File: src/rtl/instr_sequencer.sv
// instr_sequencer: instruction FIFO, instruction register and timestep (T) generator
// for the 10-bit multi-cycle processor front end.
module instr_sequencer #(
  parameter int unsigned DEPTH = 4,
  parameter int unsigned CNTW  = 8
) (
  input  logic                     clk,
  input  logic                     rst_n,
  input  logic [9:0]               instr_in,
  input  logic                     instr_valid,
  output logic                     instr_ready,
  input  logic                     halt,
  input  logic                     IRin,
  input  logic                     Clr,
  output logic [9:0]               INSTR,
  output logic [1:0]               T,
  output logic                     busy,
  output logic                     done,
  output logic [$clog2(DEPTH):0]   level,
  output logic [CNTW-1:0]          retired
);

  localparam int unsigned IW = 10;
  localparam int unsigned PW = (DEPTH > 1) ? $clog2(DEPTH) : 1;
  localparam int unsigned LW = $clog2(DEPTH) + 1;

  typedef enum logic [1:0] {
    FETCH = 2'b00,
    EXEC1 = 2'b01,
    EXEC2 = 2'b10,
    EXEC3 = 2'b11
  } state_t;

  state_t          r_state;
  state_t          w_state_nxt;
  logic [IW-1:0]   r_mem [DEPTH];
  logic [PW-1:0]   r_wptr;
  logic [PW-1:0]   r_rptr;
  logic [LW-1:0]   r_level;
  logic [IW-1:0]   r_instr;
  logic            r_done;
  logic [CNTW-1:0] r_retired;
  logic            w_full;
  logic            w_empty;
  logic            w_push;
  logic            w_load;
  logic            w_retire;

  assign w_full      = (r_level == LW'(DEPTH));
  assign w_empty     = (r_level == '0);
  assign w_push      = instr_valid & ~w_full;
  assign instr_ready = ~w_full;
  assign busy        = (r_state != FETCH);
  assign T           = r_state;
  assign INSTR       = r_instr;
  assign done        = r_done;
  assign level       = r_level;
  assign retired     = r_retired;

  // Next timestep, load and retire decisions; everything freezes while halt is high.
  always_comb begin
    w_state_nxt = r_state;
    w_load      = 1'b0;
    w_retire    = 1'b0;
    if (!halt) begin
      case (r_state)
        FETCH: begin
          if (IRin && !w_empty) begin
            w_load      = 1'b1;
            w_state_nxt = EXEC1;
          end
        end
        EXEC1: begin
          if (Clr) begin
            w_retire    = 1'b1;
            w_state_nxt = FETCH;
          end else begin
            w_state_nxt = EXEC2;
          end
        end
        EXEC2: begin
          if (Clr) begin
            w_retire    = 1'b1;
            w_state_nxt = FETCH;
          end else begin
            w_state_nxt = EXEC3;
          end
        end
        default: begin
          // Last timestep: retires whether or not Clr arrives (missing Clr wraps T).
          w_retire    = 1'b1;
          w_state_nxt = FETCH;
        end
      endcase
    end
  end

  // Timestep state, instruction register, done pulse and retire counter.
  always_ff @(posedge clk or negedge rst_n) begin
    if (!rst_n) begin
      r_state   <= FETCH;
      r_instr   <= '0;
      r_done    <= 1'b0;
      r_retired <= '0;
    end else begin
      r_state <= w_state_nxt;
      r_done  <= w_retire;
      if (w_load) begin
        r_instr <= r_mem[r_rptr];
      end
      if (w_retire) begin
        r_retired <= r_retired + CNTW'(1);
      end
    end
  end

  // FIFO pointers and occupancy; a load is the only pop.
  always_ff @(posedge clk or negedge rst_n) begin
    if (!rst_n) begin
      r_wptr  <= '0;
      r_rptr  <= '0;
      r_level <= '0;
    end else begin
      if (w_push) begin
        r_wptr <= r_wptr + PW'(1);
      end
      if (w_load) begin
        r_rptr <= r_rptr + PW'(1);
      end
      case ({w_push, w_load})
        2'b10:   r_level <= r_level + LW'(1);
        2'b01:   r_level <= r_level - LW'(1);
        default: r_level <= r_level;
      endcase
    end
  end

  // FIFO storage; contents need no reset since occupancy gates every read.
  always_ff @(posedge clk) begin
    if (w_push) begin
      r_mem[r_wptr] <= instr_in;
    end
  end

endmodule

File: config.mk
export PLATFORM = sky130hd
export DESIGN_NAME = instr_sequencer
export DESIGN_NICKNAME = d
export VERILOG_FILES = /design/src/rtl/instr_sequencer.sv
export SDC_FILE = /design/constraint.sdc
export NUM_CORES = 1
export LEC_CHECK = 0
export ABC_AREA = 0
export BUFFER_PORTS_ARGS = -buffer_cell sky130_fd_sc_hd__buf_2
export CORE_MARGIN = 2
export CORE_UTILIZATION = 35
export CTS_CLUSTER_DIAMETER = 120
export DETAILED_ROUTE_END_ITERATION = 10
export HOLD_SLACK_MARGIN = 0.06
export PLACE_DENSITY = 0.59
export SETUP_SLACK_MARGIN = 0.15
export SLEW_MARGIN = 20
export SYNTH_ARGS = -nofsm -noshare
export SYNTH_HDL_FRONTEND = slang
export SYNTH_SLANG_ARGS = --single-unit
export TNS_END_PERCENT = 5
File: constraint.sdc
create_clock -name clk -period 2.46 [get_ports clk]
set_clock_uncertainty 0.1 [all_clocks]
set_input_delay 0 -clock clk [delete_from_list [all_inputs] [get_ports clk]]
set_output_delay 0 -clock clk [all_outputs]
set_load 0.02 [all_outputs]
==> impl_results.md, run 1 <==
* Status: finished, final reports clean
* Worst IR Drop VDD at 0.589 mV
* WP data required at 2.61 ns
* Multi-input logic area at 898 um2
* CP arrival at 2.30 ns
* Largest cells by area after synthesis: edfxtp_1 (43%), dfrtp_1 (25%), mux4_2 (6.4%)
* Cts bufs inserted at 9
* CTS Buffer Depth at 2
* CTS tree: yes
* Fmax achieved at 0.466 GHz
* First DRT Iteration DRCs at 38
* RR Endpoint: level[2]
* Max cap viols at 0
* Pins over their slew limit at 0
* H-tree levels at 3
* Avg WL per Cell at 14.6 um
* Final Cell Area at 3560 um2
* RSZ-0062 raised after global routing: no
* Worst-skew pair later-pin latency at 0.34 ns
* Place WS at 0.326 ns
* Total grt overflow at 0
* Clock transition at path regs at 0.07 ns
* HP Class: input pin to asynchronous set/reset pin
* Worst Reg-to-Reg Cells at 10
* P_sw at approximately 1.5 mW
* Core Region at just under 8000 um2
* CTS Sinks at roughly 70
* Layout Utilization at 45.9%
* Largest delay share family, worst path: simple AND/OR/NAND/NOR gates
* Cell leakage power at 1.44 nW
* Vias in the first global route at between 1500 and 2000
* Power per Cell Area at 1230 nW/um2
* # rows at 32
* Setup bufs post-CTS at 0
* Setup TNS at 0 ns
* Initial core utilization at 36.3%
* Top cell type's share of synthesized area at 42.6%
* Register area at about 1900 um2
* CP max stage delay at around 0.44 ns
* Root buffer cell: clkbuf_8
* Drt first pass iters at 4
* Max_slew headroom at approximately 56%
* Crit Path Category: flip-flop to flip-flop
* Worst R2R Start: level[0]
* IO Pins at 42
* Routed WL at 4.81 mm
* Most Frequent Cell on Critical Path: inv_1
* DR vias at 1491
* Area leader, netlist: edfxtp_1
* Count of different cell masters after synthesis at 30
* Worst-path cell chain: inv_1, nand3_2, and2_1, inv_1, ha_4, inv_1, fa_2, xor2_1, nor2_1, xor2_1
* Synthesis Warnings at 0
* First-pass GRT wire length at 7.97 mm
* # fillers at between 600 and 700
* Vias per cell at 4.52
* Comb power frac at 36.1%
* Int Power at ~2.9 mW
* Die ar. at 8780 um2
* Largest net degree at the start of global routing at 29
* Final Total Pwr at 4.40 mW
* Synth Register Bits at 68
* GP Congestion at roughly 0.67
* Layout Nets at 250
* Residual DRC count at 0
* Critical path peak fanout at 6
* Bufs and invs on worst path at 3
* CP startpoint kind: flip-flop
* Overall routing resource usage at 12.2%
* Clock Power Share at roughly 22%
* Sequential share of the synthesized area at 67.5%
* Minimum clock period at 2.15 ns
* Mapped Cells at 156
* Crit share post-route at 87.2%
* Least-Margin Pin Slew at about 0.66 ns
* Port bufs at between 40 and 50
* Cell Area, Synth at 2820 um2
* Post-detail-place hpwl at a little over 3 mm
* Slowest cell on crit path: dfrtp_1
* Setup ws final at approximately 0.31 ns
* Reg power frac at about two fifths
* Layout cell share with drive strength beyond 1 at 39.9%
* Finish-stage setup viols at 0
* Inserted Diodes at 0
* Synth Area per Inst at around 18 um2
* Reg2reg setup slack at 0.31 ns
* Antenna viol nets, final at 0
* Switching share of power at between 30% and 40%
* Final hold violation count at 0
* Die X at 93.7 um
* Area grow syn2layout at 26.5%
* Chip height at ~94 um
* Post-synth net total at between 150 and 200
* Critical Path End Type: flip-flop
* Placement Cell Area at 3180 um2
* Initial antenna violation count at 0
-- synth_stat cells (all sizes together) --
cell	n
a211oi	1
xnor2	8
edfxtp	40
fa	1
a21oi	3
buf	3
nand2	4
and3	5
mux2i	1
o21ai	2
nand2b	1
inv	9
nor3	1
or2	1
and2	1
o211ai	1
mux4	10
nor2	2
ha	10
nand3	4
xor2	5
o31ai	1
mux2	12
dfrtp	28
nand4	2
-- metal layers --
layer	share of wire [%]	up-vias	global-route usage, %
met1	43	733	14.2
li1	-	714	-
met4	1.1	0	2.90
met2	49	39	20.9
met3	6.4	5	5.38
met5	0	-	0
-- cell usage in the layout, fill, tap and decap left out, drive strengths merged --
cell,count
o21ai,2
fa,1
clkinv,1
xor2,5
o211ai,1
bufinv,2
o31ai,1
buf,43
and3,5
and2,1
mux4,10
nand2,4
nor3,1
nand4,2
mux2,12
inv,10
mux2i,1
clkinvlp,2
dlygate4sd3,16
nor2,2
clkbuf,10
xnor2,8
a21oi,3
dfrtp,28
edfxtp,40
nand2b,1
ha,10
or2,1
nand3,4
a211oi,1
-- worst max path at each step --
stage | from | to | depth (start not counted)
floorplan | T[1] | level[2] | 11
global placement | level[0] | level[2] | 10
detailed placement | level[0] | level[2] | 10
CTS | T[1] | retired[2] | 7
global route | level[0] | level[2] | 10
finish | level[0] | level[2] | 10
-- state kept, by name (all words and copies together), names as in the netlist --
register  count
INSTR        10
level         3
T             2
r_mem        40
r_rptr        2
done          1
r_wptr        2
retired       8
-- stage by stage --
step | std cells | hold WS (ns)
after detailed placement | 298 | -0.0119
after global placement | 298 | -0.0196
final | 330 | 0.127
after CTS | 331 | 0.157
after global routing | 330 | 0.191
after floorplan | 156 | -0.396
-- repair_timing --
item	in CTS	in global routing
setup endpoints to repair	0	2
hold buffers	17	0
gates resized for setup	0	1
endpoints found under the hold margin	81	0
-- power by group through the flow --
stage	clock network (mW)	registers, mW	logic (mW)
after floorplan	0	2.01	0.962
after global placement	0	1.85	1.55
after detailed placement	0	1.85	1.57
after CTS	1.02	1.83	1.62
after global routing	1.06	1.88	1.75
final	0.985	1.82	1.59
-- cell type report --
type,instances,share of cell area (%)
Clock buffer,10,3.58
Clock inverter,6,2.49
Inverter,9,1.02
Multi-Input combinational cell,76,25.2
Sequential cell,68,53.4
Tap cell,102,3.58
Timing Repair Buffer,59,10.7
-- kinds of logic (layout without fill, tap and decap cells) --
family / count (synthesis) / count (layout) / share of synthesized area [%]
DFF: 68 / 68 / 67.5
muxes: 23 / 23 / 14.5
and+or+nand+nor: 21 / 21 / 4.31
xor gates and xnor gates: 13 / 13 / 4.04
buffers and inverters: 12 / 84 / 2.04
adders and majority gates: 11 / 11 / 5.15
AOI/OAI and AO/OA: 8 / 8 / 2.49
Note: power is estimated with default switching activity, not from simulation.
==> run 2: changes to the inputs <==
--- a/config.mk
+++ b/config.mk
@@ -7,7 +7,8 @@
 export LEC_CHECK = 0
 export ABC_AREA = 0
 export BUFFER_PORTS_ARGS = -buffer_cell sky130_fd_sc_hd__buf_2
-export CORE_MARGIN = 2
+export CORE_ASPECT_RATIO = 0.9
+export CORE_MARGIN = 5
 export CORE_UTILIZATION = 35
 export CTS_CLUSTER_DIAMETER = 120
 export DETAILED_ROUTE_END_ITERATION = 10
==> run 2 against run 1 <==
Non-clock buffer count unchanged. Total power is 1.9% lower. Highest routed layer unchanged. Hold slack improved by 0.015 ns.
==> impl_results.md, run 2 (synthesized netlist as in run 1, its figures left out) <==
* Status: finished, final reports clean
* Max_slew headroom at 56.4%
* # rows at 31
* Overall routing resource usage at 11.0%
* Worst IR Drop VDD at 0.426 mV
* WP data required at 2.62 ns
* First-pass GRT wire length at 8.27 mm
* Root buffer cell: clkbuf_8
* CTS Buffer Depth at 2
* Max cap viols at 0
* Commonest non-fill, non-tap cell in the layout: buf_2
* Crit share post-route at a little under nine tenths
* Largest net degree at the start of global routing at 29
* CTS tree: yes
* Setup bufs post-CTS at 0
* Worst-skew pair later-pin latency at ~0.33 ns
* Post-detail-place hpwl at between 3 and 4 mm
* Chip height at roughly 95 um
* Avg WL per Cell at 15.4 um
* IO Pins at 42
* CP arrival at 2.27 ns
* Leading cell types in the layout, fill and taps excluded: buf_2 (41), edfxtp_1 (40), dfrtp_1 (26)
* Clock transition at path regs at 0.07 ns
* Layout Nets at 250
* DR vias at 1512
* Antenna viol nets, final at 0
* Met2 GRT Util at 17.4%
* Reg with most FFs: r_mem
* Final hold violation count at 0
* Initial core utilization at 35.4%
* H-tree levels at 3
* Busiest layer in global routing: met2
* GR Layer Usage met1 at a little over an eighth
* Die ar. at 9950 um2
* CTS resizes at 0
* Setup TNS at 0 ns
* Final Cell Area at 3540 um2
* CP startpoint kind: flip-flop
* Placement Cell Area at 3180 um2
* Routed WL at ~5.0 mm
* Least-Margin Pin Slew at 0.654 ns
* RSZ-0062 raised after global routing: no
* Residual DRC count at 0
* Drt first pass iters at 4
* Port bufs at 41
* Layout cell share with drive strength beyond 1 at 40.4%
* Area grow syn2layout at 25.5%
* Critical path peak fanout at 6
* Crit Path Category: flip-flop to flip-flop
* CTS Sinks at 68
* Pins over their slew limit at 0
* Cell leakage power at 1.43 nW
* Fmax achieved at 0.473 GHz
* Met3 GRT Util at approximately 4.3%
* Vias per cell at 4.62
* GP Congestion at 0.718
* Max reg flops at 40
* Core Region at 7950 um2
* Initial antenna violation count at 0
* Vias in the first global route at 1629
* Critical Path End Type: flip-flop
* Power per Cell Area at 1220 nW/um2
* Inserted Diodes at 0
* Total grt overflow at 0
* HP Class: input pin to asynchronous set/reset pin
* Finish-stage setup viols at 0
* Cts bufs inserted at 9
* Minimum clock period at around 2.1 ns
* Die X at 105 um
* First DRT Iteration DRCs at 62
==> run 2: cell count changes in the layout (fill, tap and decap cells not counted) <==
cell       change
a21oi_2        +1
a21oi_4        -1
bufinv_16      -1
clkbuf_1       -1
clkbuf_8       +1
clkinv_2       +1
clkinv_4       +1
inv_6          -1
==> run 2: final timing paths <==
| check | from | end | slack [ns] | depth (start not counted) |
|---|---|---|---|---|
| worst min-delay path | rst_n | retired[6] | 0.14 | 2 |
| worst min register to register | retired[7] | retired[7] | 0.37 | 1 |
| worst max-delay path | level[0] | level[2] | 0.34 | 10 |
| max in group asynchronous | rst_n | T[1] | 1.66 | 2 |
| worst max register to register | level[0] | level[2] | 0.34 | 10 |
| min in group clk | instr_in[9] | r_mem[3][9] | 0.32 | 2 |
==> run 2: critical path, stage by stage, from the launching register on <==
cell	delay [ns]
dfrtp_1	0.44
inv_1	0.14
nand3_2	0.13
and2_1	0.22
inv_1	0.10
ha_4	0.13
inv_1	0.05
fa_2	0.33
xor2_1	0.14
nor2_1	0.12
xor2_1	0.14
==> run 2: final cells by class <==
| type | instances | area, um2 |
|---|---|---|
| clock buffers | 10 | 138 |
| clock inverters | 6 | 63.8 |
| fillers | 703 | 4410 |
| inverters | 9 | 36.3 |
| multi-input cells | 76 | 891 |
| flip-flops and latches | 68 | 1900 |
| well taps | 99 | 124 |
| repair buffers | 59 | 380 |
==> run 2: through the flow <==
stage | power (mW) | utilization, % | setup WS [ns] | instances | hold slack (ns)
floorplan | 2.97 | - | 0.169 | 156 | -0.396
global route | 4.59 | 44.5 | 0.174 | 327 | 0.211
CTS | 4.39 | 44.6 | 0.182 | 328 | 0.159
finish | 4.31 | 44.5 | 0.345 | 327 | 0.142
detailed placement | 3.43 | 39.9 | 0.332 | 295 | -0.0144
global placement | 3.40 | 39.9 | 0.383 | 295 | -0.0235
==> run 2: metal layers <==
metal  vias to the layer above  wire (um)
met5                         -          0
met4                         0         32
met3                         4        335
met2                        47       2380
met1                       749       2280
li1                        712          -
==> run 2: repair_timing <==
item | 4_1_cts | 5_1_grt
hold buffers | 17 | 0
setup endpoints to repair | 0 | 1
hold endpoints to repair | 81 | 0
==> run 2: power breakdown <==
group	leakage, nW	switching [mW]	internal [mW]
Sequential	0.704	0.254	1.58
Combinational	0.624	0.828	0.735
Clock	0.0983	0.424	0.494
==> run 3: changes to the inputs <==
--- a/config.mk
+++ b/config.mk
@@ -13,7 +13,7 @@
 export CTS_CLUSTER_DIAMETER = 120
 export DETAILED_ROUTE_END_ITERATION = 10
 export HOLD_SLACK_MARGIN = 0.06
-export PLACE_DENSITY = 0.59
+export PLACE_DENSITY = 0.62
 export SETUP_SLACK_MARGIN = 0.15
 export SLEW_MARGIN = 20
 export SYNTH_ARGS = -nofsm -noshare
==> run 3 against run 2 <==
Wire length down 2.0%. Setup slack worse by 0.033 ns. Sequential cell count unchanged. Sequential share of layout area down 0.21 points. Clock power up 6.2%. Highest routed layer unchanged.
==> impl_results.md, run 3 (synthesized netlist as in run 1, its figures left out) <==
* Largest net degree at the start of global routing at 29
* HP Class: input pin to asynchronous set/reset pin
* Initial antenna violation count at 0
* Layout cell share with drive strength beyond 1 at 40.4%
* Inserted Diodes at 0
* Critical Path End Type: flip-flop
* CTS Buffer Depth at 2
* Max reg flops at 40
* GP Congestion at 0.702
* First DRT Iteration DRCs at 67
* Avg WL per Cell at roughly 15 um
* Area grow syn2layout at 26.0%
* Worst hold margin at 0.135 ns
* CP arrival at 2.31 ns
* Overall routing resource usage at 10.9%
* DR vias at 1509
* Commonest non-fill, non-tap cell in the layout: buf_2
* Cell leakage power at 1.44 nW
* Minimum clock period at 2.15 ns
* Die X at 105 um
* Root buffer cell: clkbuf_8
* Max_slew headroom at between 50% and 60%
* Layout Cells excl Fill at 327
* IO Pins at 42
* Least-Margin Pin Slew at 0.661 ns
* Final hold violation count at 0
* Residual DRC count at 0
* Placed cells at 295
* Finish-stage setup viols at 0
* Fmax achieved at 0.466 GHz
* Post-detail-place hpwl at 3.28 mm
* Chip height at 95.1 um
* Cts bufs inserted at 9
* Routed WL at 4.93 mm
* Core Region at 7950 um2
* Worst IR Drop VDD at between 0.3 and 0.4 mV
* First-pass GRT wire length at 8.14 mm
* Crit Path Category: flip-flop to flip-flop
* Placement Cell Area at 3180 um2
* Setup TNS at 0 ns
* Status: finished, final reports clean
* RSZ-0062 raised after global routing: no
* Total grt overflow at 0
* Reg with most FFs: r_mem
* H-tree levels at 3
* Critical path peak fanout at 6
* Final Cell Area at 3550 um2
* # fillers at a little over 700
* WP data required at 2.62 ns
* Layout Nets at 250
* Initial core utilization at 35.4%
* Pins over their slew limit at 0
* Crit share post-route at 87.3%
* Drt first pass iters at 4
* Vias per cell at between 4 and 5
* # rows at 31
* CP startpoint kind: flip-flop
* Die ar. at about 10000 um2
* Max cap viols at 0
* Power per Cell Area at 1240 nW/um2
* CTS Sinks at 68
* CTS tree: yes
* Port bufs at 41
* Leading cell types in the layout, fill and taps excluded: buf_2 (41), edfxtp_1 (40), dfrtp_1 (26)
* Antenna viol nets, final at 0
* Clock transition at path regs at 0.08 ns
* Vias in the first global route at 1621
* Setup bufs post-CTS at 0
* Worst-skew pair later-pin latency at roughly 0.34 ns
run 3: critical path, cell delays in order (launching register included):
cell	delay, ns
dfrtp_1	0.43
inv_1	0.15
nand3_2	0.13
and2_1	0.22
inv_1	0.09
ha_4	0.14
inv_1	0.05
fa_2	0.33
xor2_1	0.15
nor2_1	0.14
xor2_1	0.15
run 3: worst paths after layout:
| kind | startpoint | to | slack (ns) | depth (start not counted) |
|---|---|---|---|---|
| setup reg to reg | level[0] | level[2] | 0.31 | 10 |
| setup / recovery | level[0] | level[2] | 0.31 | 10 |
| hold / removal | rst_n | INSTR[8] | 0.14 | 2 |
| min in group clk | instr_in[7] | r_mem[2][7] | 0.31 | 2 |
| hold reg to reg | retired[7] | retired[7] | 0.37 | 1 |
| max in group asynchronous | rst_n | T[1] | 1.65 | 2 |
run 3: final cells by class:
class	instances	area, um2	share of cell area, %
repair buffers	59	380	10.7
well taps	99	124	3.49
flip-flops and latches	68	1900	53.6
clock buffers	9	124	3.49
clock inverters	7	91.3	2.57
inverters	9	36.3	1.02
multi-input cells	76	891	25.1
run 3: report_power, final:
group / internal (mW) / switching, mW / total [mW]
sequential: 1.58 / 0.268 / 1.85
combinational: 0.745 / 0.820 / 1.57
clock: 0.566 / 0.408 / 0.974
run 3: timing repair:
| item | CTS | global route |
|---|---|---|
| hold buffers | 17 | 0 |
| endpoints found under the hold margin | 81 | 0 |
| setup endpoints to repair | 0 | 2 |
| resized for setup | 0 | 0 |
run 3: layer usage:
metal	global-route usage [%]	up-vias	wire [um]
met3	5.28	4	283
met5	0	-	0
met1	12.4	755	2120
met2	18.0	36	2470
met4	3.83	0	53
li1	-	714	-
run 3: through the flow:
step | utilization (%) | power [mW] | setup slack (ns)
6_report | 44.7 | 4.39 | 0.312
5_1_grt | 44.7 | 4.66 | 0.189
4_1_cts | 44.8 | 4.47 | 0.209
3_5_place_dp | 39.9 | 3.43 | 0.316
3_3_place_gp | 39.9 | 3.39 | 0.404
2_1_floorplan | - | 2.97 | 0.169
